**config.mk**
```make
export PLATFORM = sky130hd
export DESIGN_NAME = pwm_capture
export DESIGN_NICKNAME = d
export VERILOG_FILES = /design/src/rtl/pwm_capture.sv
export SDC_FILE = /design/constraint.sdc
export NUM_CORES = 1
export LEC_CHECK = 0
export CORE_MARGIN = 1
export CORE_UTILIZATION = 44
export DETAILED_ROUTE_END_ITERATION = 7
export MAX_ROUTING_LAYER = met4
export REMOVE_ABC_BUFFERS = 1
export SYNTH_ARGS = -nofsm -noshare
export SYNTH_HDL_FRONTEND = slang
export SYNTH_SLANG_ARGS = --single-unit
```
**constraint.sdc**
```tcl
create_clock -name clk -period 11.6 [get_ports clk]
set_input_delay 1.16 -clock clk [delete_from_list [all_inputs] [get_ports clk]]
set_output_delay 1.16 -clock clk [all_outputs]
set_load 0.05 [all_outputs]
```
**src/rtl/pwm_capture.sv**
```systemverilog
// PWM duty-cycle meter: counts period and high time between synchronised rising edges,
// then divides serially to a 0..100 percent result. Optional port period_o via PWM_CAPTURE_PERIOD_OUT_EN.
module pwm_capture #(
    parameter int unsigned clk_freq = 100_000_000,
    parameter int unsigned pwm_freq = 1000
) (
    input  logic        clk,
    input  logic        rst,
    input  logic        pwm_i,
    output logic [6:0]  duty_cycle_o,
    output logic        valid_o,
`ifdef PWM_CAPTURE_PERIOD_OUT_EN
    output logic [31:0] period_o,
`endif
    output logic        timeout_o
);

    localparam int unsigned c_timerlim = clk_freq / pwm_freq;
    localparam int unsigned c_timeout  = 2 * c_timerlim;
    localparam logic [31:0] tmo_last   = 32'(c_timeout - 1);

    typedef enum logic [1:0] {IDLE, MEASURE, DIVIDE} state_t;

    state_t      state;
    logic        sync1, sync2, sync3;
    logic [31:0] period_cnt, high_cnt, period_cap, tmo_cnt;
    logic [39:0] rem, div_sub;
    logic [6:0]  quo;
    logic [2:0]  div_step;
    logic        publish;
    logic        edge_det, tmo_hit;

    always_comb begin
        edge_det = sync2 & ~sync3;
        tmo_hit  = (tmo_cnt == tmo_last) && !edge_det;
        div_sub  = {8'd0, period_cap} << div_step;
    end

    always_ff @(posedge clk or posedge rst) begin
        if (rst) begin
            state        <= IDLE;
            sync1        <= 1'b0;
            sync2        <= 1'b0;
            sync3        <= 1'b0;
            period_cnt   <= '0;
            high_cnt     <= '0;
            period_cap   <= '0;
            tmo_cnt      <= '0;
            rem          <= '0;
            quo          <= '0;
            div_step     <= '0;
            publish      <= 1'b0;
            duty_cycle_o <= '0;
            valid_o      <= 1'b0;
            timeout_o    <= 1'b0;
`ifdef PWM_CAPTURE_PERIOD_OUT_EN
            period_o     <= '0;
`endif
        end else begin
            sync1     <= pwm_i;
            sync2     <= sync1;
            sync3     <= sync2;
            valid_o   <= 1'b0;
            timeout_o <= 1'b0;

            if (edge_det || tmo_hit)
                tmo_cnt <= '0;
            else if (tmo_cnt != '1)
                tmo_cnt <= tmo_cnt + 32'd1;

            // Counters run through DIVIDE as well, so a short period is still measured from its edge.
            if (edge_det) begin
                period_cnt <= 32'd1;
                high_cnt   <= 32'd1;
            end else if (state != IDLE) begin
                if (period_cnt != '1)
                    period_cnt <= period_cnt + 32'd1;
                if (sync2 && high_cnt != '1)
                    high_cnt <= high_cnt + 32'd1;
            end

            if (tmo_hit) begin
                state        <= IDLE;
                publish      <= 1'b0;
                duty_cycle_o <= sync2 ? 7'd100 : 7'd0;
                valid_o      <= 1'b1;
                timeout_o    <= 1'b1;
`ifdef PWM_CAPTURE_PERIOD_OUT_EN
                period_o     <= '0;
`endif
            end else begin
                if (publish) begin
                    publish      <= 1'b0;
                    duty_cycle_o <= (quo > 7'd100) ? 7'd100 : quo;
                    valid_o      <= 1'b1;
`ifdef PWM_CAPTURE_PERIOD_OUT_EN
                    period_o     <= period_cap;
`endif
                end

                case (state)
                    IDLE: begin
                        if (edge_det)
                            state <= MEASURE;
                    end
                    MEASURE: begin
                        if (edge_det) begin
                            period_cap <= period_cnt;
                            rem        <= {8'd0, high_cnt} * 40'd100;
                            quo        <= '0;
                            div_step   <= 3'd6;
                            state      <= DIVIDE;
                        end
                    end
                    DIVIDE: begin
                        // Restoring division, quotient shifted in MSB first.
                        if (rem >= div_sub) begin
                            rem <= rem - div_sub;
                            quo <= {quo[5:0], 1'b1};
                        end else begin
                            quo <= {quo[5:0], 1'b0};
                        end
                        if (div_step == 3'd0) begin
                            state   <= MEASURE;
                            publish <= 1'b1;
                        end else begin
                            div_step <= div_step - 3'd1;
                        end
                    end
                    default: state <= IDLE;
                endcase
            end
        end
    end

endmodule

```
======== After elaboration in Yosys (flattened, before gate mapping) ========
Index checks and enable logic that the tools add are counted.
Widths: inputs -> output; s select.
operators by class
  $add $sub $neg .......................... 5
  $mul .................................... 1
  magnitude comparators ................... 2
  eq/ne operators ......................... 12
  shift operators ......................... 1
  muxes and demuxes ....................... 32
  bitwise logic cells ..................... 3
  reductions and logical operators ........ 20
operator list
  operator               number
  $mux 32                8
  $add 32x1->32 const B  3
  $ne 32x32->1 const B   3
  $mux 40                2
  $pmux 40 s2            1
  $ge 40x40->1           1
  $shl 32x3->40          1
  $sub 40x40->40         1
  $mul 32x5->37 const B  1
  $mux 7                 5
  $eq 32x18->1 const B   1
  $pmux 7 s2             1
  $reduce_bool 2->1      7
  $ne 3x3->1 const B     3
  $reduce_and 3->1       3
  $mux 2                 4
  $reduce_and 4->1       2
  $gt 7x7->1 const B     1
  $mux 1                 7
  $mux 3                 2
  $ne 2x2->1 const B     3
  $pmux 2 s3             1
  $pmux 3 s2             1
  $reduce_and 2->1       2
  10 further kinds       12
storage, ports and cells
  bits in registers ....................... 193
  input port bits ......................... 3
  output and inout bits ................... 9
  word-level logic and storage cells ...... 91

======== Depth between registers and ports, before layout ========
Gate-level depths: netlist (run 1).
  depth in word-level cells ............... 6
  mapped depth ............................ 19
  gate-level depth less buffers ........... 15

======== Worst setup path before layout (run 1) ========
No wires, ideal clock.
  path kind ............................... flip-flop to flip-flop
  start ................................... reg div_step[0]
  end ..................................... reg rem[34]
  arrival time ............................ 4.348 ns
  required time ........................... 11.474 ns
  path slack .............................. 7.126 ns
  cell stages (with the launch flop) ...... 15
  buffers on the path ..................... 2
  clock period less this slack ............ 4.474 ns
  path through ............................ dfrtp_1 -> clkbuf_1 -> clkbuf_1 -> mux4_2 -> mux2i_1 -> ha_1 -> a211o_1 -> o211ai_1 -> a21oi_1 -> o32a_1 -> a221o_1 -> a2111oi_4 -> nor2_1 -> xor2_1 -> a221o_1
on the way
  longest elaborated chain between the ends .. 4
  elaborated cells on any way between the ends .. 7
ends and longest elaborated chain
  item                                                    line      source
  from (decl)                                             29        logic [2:0] div_step;
  from (signal assigned)                                  127       div_step <= div_step - 3'd1;
  $shl 32x3->40 *                                         36        div_sub = {8'd0, period_cap} << div_step;
  $sub 40x40->40 / $ge 40x40->1 (equally long branches)   118, 117
  $mux 40 / $ne 2x2->1 (equally long branches)            --
  $pmux 40 s2 / $reduce_and 4->1 (equally long branches)  --
  to (signal assigned)                                    109       rem <= {8'd0, high_cnt} * 40'd100;
  to (signal assigned)                                    118       rem <= rem - div_sub;
  to (decl)                                               27        logic [39:0] rem, div_sub;
Mark *: on every way between the ends. The rest lies on a longest branch, timed or not. The select of a mux whose other input is x is not followed.
A chain may end at the register's enable or synchronous reset.

======== Final worst setup path (run 1) ========
  start ................................... reg div_step[0]
  end ..................................... reg rem[33]
The elaborated chain is that of the path after synthesis.

==> results of run 1 <==
-- Yosys cell counts (all sizes together), types with 5 or more instances --
cell type,n
o21ai,100
mux2,6
nand3,52
ha,145
xnor2,73
a211oi,13
a31oi,16
nor3b,5
fa,28
nor3,24
nor4,11
o21a,5
dfrtp,193
nand4,39
xor2,63
nand2b,17
inv,158
a2111oi,5
nand2,215
or2,5
o31ai,6
mux2i,38
o21bai,8
nor2b,16
o22ai,5
and2,13
clkbuf,67
a21oi,118
nor2,195
mux4,22
nand3b,6
a21o,36
and4,14
and3,24
o211ai,15
or3,15
-- cells by family (layout without fill, tap and decap cells) --
family,Yosys count,count (layout),synth area share [%]
AND/OR/NAND/NOR,658,658,19.7
AO/OA/AOI/OAI,366,366,14.6
buffers and inverters,228,211,5.53
flip-flops,193,193,31.1
adder cells (fa/ha/maj),173,173,15.3
XOR/XNOR,136,136,7.67
multiplexers,66,66,6.08
-- per-stage QoR --
stage | total power (uW) | hold slack, ps | instance area (sq um)
after global routing | 3230 | 364 | 16600
after global placement | 2410 | 334 | 16100
after CTS | 3010 | 363 | 16600
after detailed placement | 2410 | 345 | 16100
after floorplan | 2040 | 331 | 15300
final | 2990 | 362 | 16600
-- area by class of cell --
class,count,area [sq um]
multi-input combinational,1399,9860
clock buffer,18,439
clock inverter,13,130
fill,3356,18000
inverter,158,601
tap,455,569
timing repair buffer,22,193
sequential,193,4830
-- layer usage --
| metal | vias up | GRT usage [%] | share of wire (%) |
|---|---|---|---|
| li1 | 6278 | - | - |
| met2 | 203 | 37.5 | 47 |
| met1 | 6195 | 30.5 | 48 |
| met4 | 0 | 6.23 | 1.9 |
| met5 | - | - | 0 |
| met3 | 39 | 2.69 | 3.2 |
-- sequential cells by signal (all words and copies together) (netlist names), 2 cells and up --
| signal | count |
|---|---|
| quo | 7 |
| tmo_cnt | 32 |
| div_step | 3 |
| period_cap | 32 |
| high_cnt | 32 |
| period_cnt | 32 |
| duty_cycle_o | 7 |
| rem | 40 |
| state | 2 |
-- power by group --
group	leakage [uW]	total, uW	internal (uW)	switching [uW]
combinational	0.00529	1490	612	874
clock	0.000276	587	287	300
sequential	0.00259	922	778	144
total	0.00815	2990	1680	1320
-- path summary, 6_finish.rpt --
path	startpoint	to	slack, ps	cells past startpoint
worst min register to register	sync1	sync2	360	0
max in group asynchronous	rst	rem[28]	8760	3
worst max-delay path	div_step[0]	rem[33]	6850	12
worst min-delay path	sync1	sync2	360	0
min in group asynchronous	rst	high_cnt[9]	1290	2
worst max register to register	div_step[0]	rem[33]	6850	12
==> impl_metrics.tcl, run 1 <==
set metrics [dict create \
    max_cap_viol_count 0 \
    initial_core_util_pct 44.8 \
    grt_max_degree 128 \
    place.detailed.hpwl_mm 28.7 \
    hold_path.class "flop to flop" \
    rsz0062_at_grt "no" \
    final_cell_count_no_fill 2258 \
    drv_slew 0 \
    post-route-util_pct 48.0 \
    fin_crit_ps 4750 \
    ctsResizeCount 0 \
    port_buffers 11 \
    cp_cell_sequence "mux4_2, mux2i_1, ha_1, and3_1, a311o_1, o21a_1, o21a_1, nand2_1, nand2_1, buf_4, a41oi_1, o21ai_0" \
    fin_skew_ps 16.9 \
    vias 12700 \
    grt_pass1_vias 12700 \
    synth.top_cells.by_area "dfrtp_1 31%, ha_1 12%, nand2_1 5.2%" \
    place_inst 2227 \
    postSynth.asyncResetShare_pct 100 \
    cts_tree "done" \
    yosysTopAreaCell "dfrtp_1" \
    max_freq_mhz 211 \
    cpPeakStageDelay_ps 970 \
    core-area_sq_um 34600 \
    htreeDepth 4 \
    timing.final.crit_share_pct 40.9 \
    seq_area_frac_synth_pct 31.1 \
    crit_type "flop to flop" \
    startpoint_type "flop" \
    critPathTopFamily "compound AO/OA/AOI/OAI gates" \
    post_cts_buffers 0 \
    routabilityCongestion 0.904 \
    layout_common_cells "215 x nand2_1, 195 x nor2_1, 191 x dfrtp_1" \
    cts_buffers 17 \
    yosysWarnings 0 \
    diodes 0 \
    end_kind "flop" \
    setup_ws_ps 6850 \
    cp_slowest_cell "dfrtp_2" \
    dp_slack_ps 6830 \
    cp_max_fo 52 \
    drtPass1Iterations 8 \
    postRouteAntennaNets 0 \
    clock_latency_ps 460 \
    grt_usage_pct 23.1 \
    clk_pin_slew_ps 70 \
    ys_ff_latch 193 \
    drc 0 \
    final_nets 1967 \
    crit_required_ps 11900 \
    synthesis.area_sq_um 15500 \
    syn_avg_cell_area_sq_um 8.53 \
    run_status "finished, final reports clean" \
    peakVddDrop_v 0.000156 \
    drive_gt1_share_pct 5.05 \
    die_y_microns 190 \
    path_buf_inv 1 \
    drt_wl_total_mm 38.2 \
    leakagePower_uw 0.00815 \
    syn_inst 1820 \
    tightestPinTransition_ps 1000 \
    area_growth_pct 7.07 \
    fin_tns_setup_ps 0 \
    antenna_found_initial 0 \
    post_drt_via_cell_ratio 5.63 \
    crit_arrival_ps 5050 \
    power.density_nw_per_um2 180 \
    io_pins 12 \
    fp.dieArea_sq_um 36000 \
    cts.sinks 193 \
    cts_max_path_buffers 2 \
    synth_top_area_share_pct 31.1 \
    first_iter_violations 858 \
    num_rows 68 \
    relSlewSlack_pct 32.5 \
    hold_buffers 0 \
    grt_pass1_wl_mm 64.8 \
    finalSetupViolations 0 \
    post_drt_wl_per_cell_microns 16.9 \
    hold_viol_final 0 \
    root_buffer "clkbuf_16" \
    synthFlopType "dfrtp_1" \
    layout_commonest_cell "nand2_1" \
    die_w_microns 190 \
    grt.overflow.total 0 \
    yosysUniqueCellTypes 66 \
    synth_edf_count 0 \
]
Note: power is estimated with default switching activity, not from simulation.
==> run 2: changes to the inputs <==
- clock period: 11.6 -> 4.17 ns (I/O delays scaled with it)
==> run 2 against run 1 <==
  * Cell count is 1.9% higher
  * Critical path type unchanged
  * Global-route usage about the same
  * Cell area increased by 3.2%
  * Register-to-register slack worse by 6700 ps
  * Largest cell class unchanged
  * Worst setup slack got worse by 6700 ps
==> impl_metrics.tcl, run 2 (same netlist as run 1, synthesis figures left out) <==
set metrics [dict create \
    grt.overflow.total 0 \
    clock_latency_ps 460 \
    drc 0 \
    post_drt_via_cell_ratio 5.58 \
    io_pins 12 \
    setup_ws_ps 144 \
    crit_arrival_ps 4370 \
    drt_wl_total_mm 38.8 \
    nFillCells 3287 \
    cts_max_path_buffers 2 \
    die_y_microns 190 \
    run_status "finished, final reports clean" \
    fin_crit_ps 4030 \
    port_buffers 11 \
    startpoint_type "flop" \
    drive_gt1_share_pct 7.75 \
    switching_share_pct 42.8 \
    die_w_microns 190 \
    relSlewSlack_pct 37.2 \
    initial_core_util_pct 44.8 \
    p_sw_uw 3810 \
    first_iter_violations 742 \
    fp.dieArea_sq_um 36000 \
    largest_reg_flops 40 \
    drtPass1Iterations 5 \
    clkPwrFrac_pct 20.6 \
    area_growth_pct 10.4 \
    multi_input_area_sq_um 9920 \
    end_kind "flop" \
    tightestPinTransition_ps 942 \
    regArea_sq_um 4830 \
    layout_commonest_cell "nand2_1" \
    crit_required_ps 4510 \
    p_int_uw 5080 \
    num_rows 68 \
    power.density_nw_per_um2 518 \
    layout_common_cells "215 x nand2_1, 195 x nor2_1, 190 x dfrtp_1" \
    grt_pass1_vias 12800 \
    peakVddDrop_v 0.000419 \
    antenna_found_initial 0 \
    htreeDepth 4 \
    cts_buffers 17 \
    cts_tree "done" \
    power_frac_seq_pct 27.8 \
    timing.final.crit_share_pct 96.5 \
    hold_buffers 0 \
    clk_pin_slew_ps 80 \
    crit_type "flop to flop" \
    diodes 0 \
    post_drt_wl_per_cell_microns 16.9 \
    grt_max_degree 130 \
    grt_pass1_wl_mm 64.8 \
    fin_tns_setup_ps 0 \
    drv_slew 0 \
    routabilityCongestion 0.927 \
    cp_max_fo 5 \
    hold_path.class "flop to flop" \
    grt_usage_pct 23.1 \
    top_register "rem" \
    core-area_sq_um 34600 \
    combPwrFrac_pct 51.6 \
    cts.sinks 193 \
    place.detailed.hpwl_mm 29.1 \
    postRouteAntennaNets 0 \
    max_freq_mhz 248 \
    hold_viol_final 0 \
    fin_skew_ps 19.6 \
    dp_slack_ps -128 \
    final_nets 2009 \
    max_cap_viol_count 0 \
    leakagePower_uw 0.00841 \
    vias 12800 \
    finalSetupViolations 0 \
    root_buffer "clkbuf_16" \
]
## run 2: changes by cell type in the layout (fill, tap and decap cells not counted), moves of 3 or more
cell,before,now
buf_4,11,46
o21ai_0,98,92
o21ai_1,2,7
buf_12,0,4
clkinv_4,5,1
bufinv_16,0,3
## run 2: repair_timing
item | CTS | global route
endpoints found under the setup margin | 3 | 13
cloned | 0 | 1
pin swaps | 0 | 3
resized for setup | 4 | 15
buffers inserted | 0 | 9
## run 2: cell type report
type	instances	share of cell area (%)
Sequential cell	193	28.2
Clock inverter	14	1.29
Timing Repair Buffer	64	3.36
Inverter	158	3.50
Multi-Input combinational cell	1399	57.8
Clock buffer	18	2.50
Tap cell	455	3.32
## run 2: through the flow
stage	total power [uW]	hold WS, ps	instance area, sq um	util (%)	instances
floorplan	5670	331	15300	-	1750
global placement	6890	338	16300	47.2	2259
detailed placement	6930	336	16300	47.2	2259
CTS	8820	354	17000	49.1	2291
global route	9540	364	17100	49.5	2301
finish	8890	354	17100	49.5	2301
## run 2: path summary, 6_finish.rpt
kind                              from    endpoint  slack (ps)  cells past startpoint
max                        high_cnt[2]     rem[34]         140                     13
min                              sync1       sync2         350                      0
max reg2reg                high_cnt[2]     rem[34]         140                     13
min reg2reg                      sync1       sync2         350                      0
max in group asynchronous          rst     rem[27]        2670                      3
min in group asynchronous          rst  tmo_cnt[3]         490                      2
## run 2: layer usage
layer	wire length [microns]	track usage, %	vias up
met5	0	-	-
met4	650	5.89	0
met3	1270	3.50	43
met2	18300	37.3	187
met1	18600	30.1	6248
li1	-	-	6359
## run 2: worst max-delay path: stages, from the launching register on
cell	delay [ps]
dfrtp_1	460
ha_1	330
ha_1	300
fa_1	460
ha_1	350
nor2b_1	170
o31a_1	310
o211ai_1	290
a31oi_1	220
o31ai_2	320
buf_4	180
xor2_1	170
nor3_1	90
a221o_1	270
## run 2: power groups by stage
| stage | Sequential, uW | Combinational, uW | Clock [uW] |
|---|---|---|---|
| 2_1_floorplan | 2500 | 3170 | 0 |
| 3_3_place_gp | 2500 | 4380 | 0 |
| 3_5_place_dp | 2500 | 4420 | 0 |
| 4_1_cts | 2470 | 4460 | 1880 |
| 5_1_grt | 2500 | 5100 | 1940 |
| 6_report | 2470 | 4580 | 1830 |
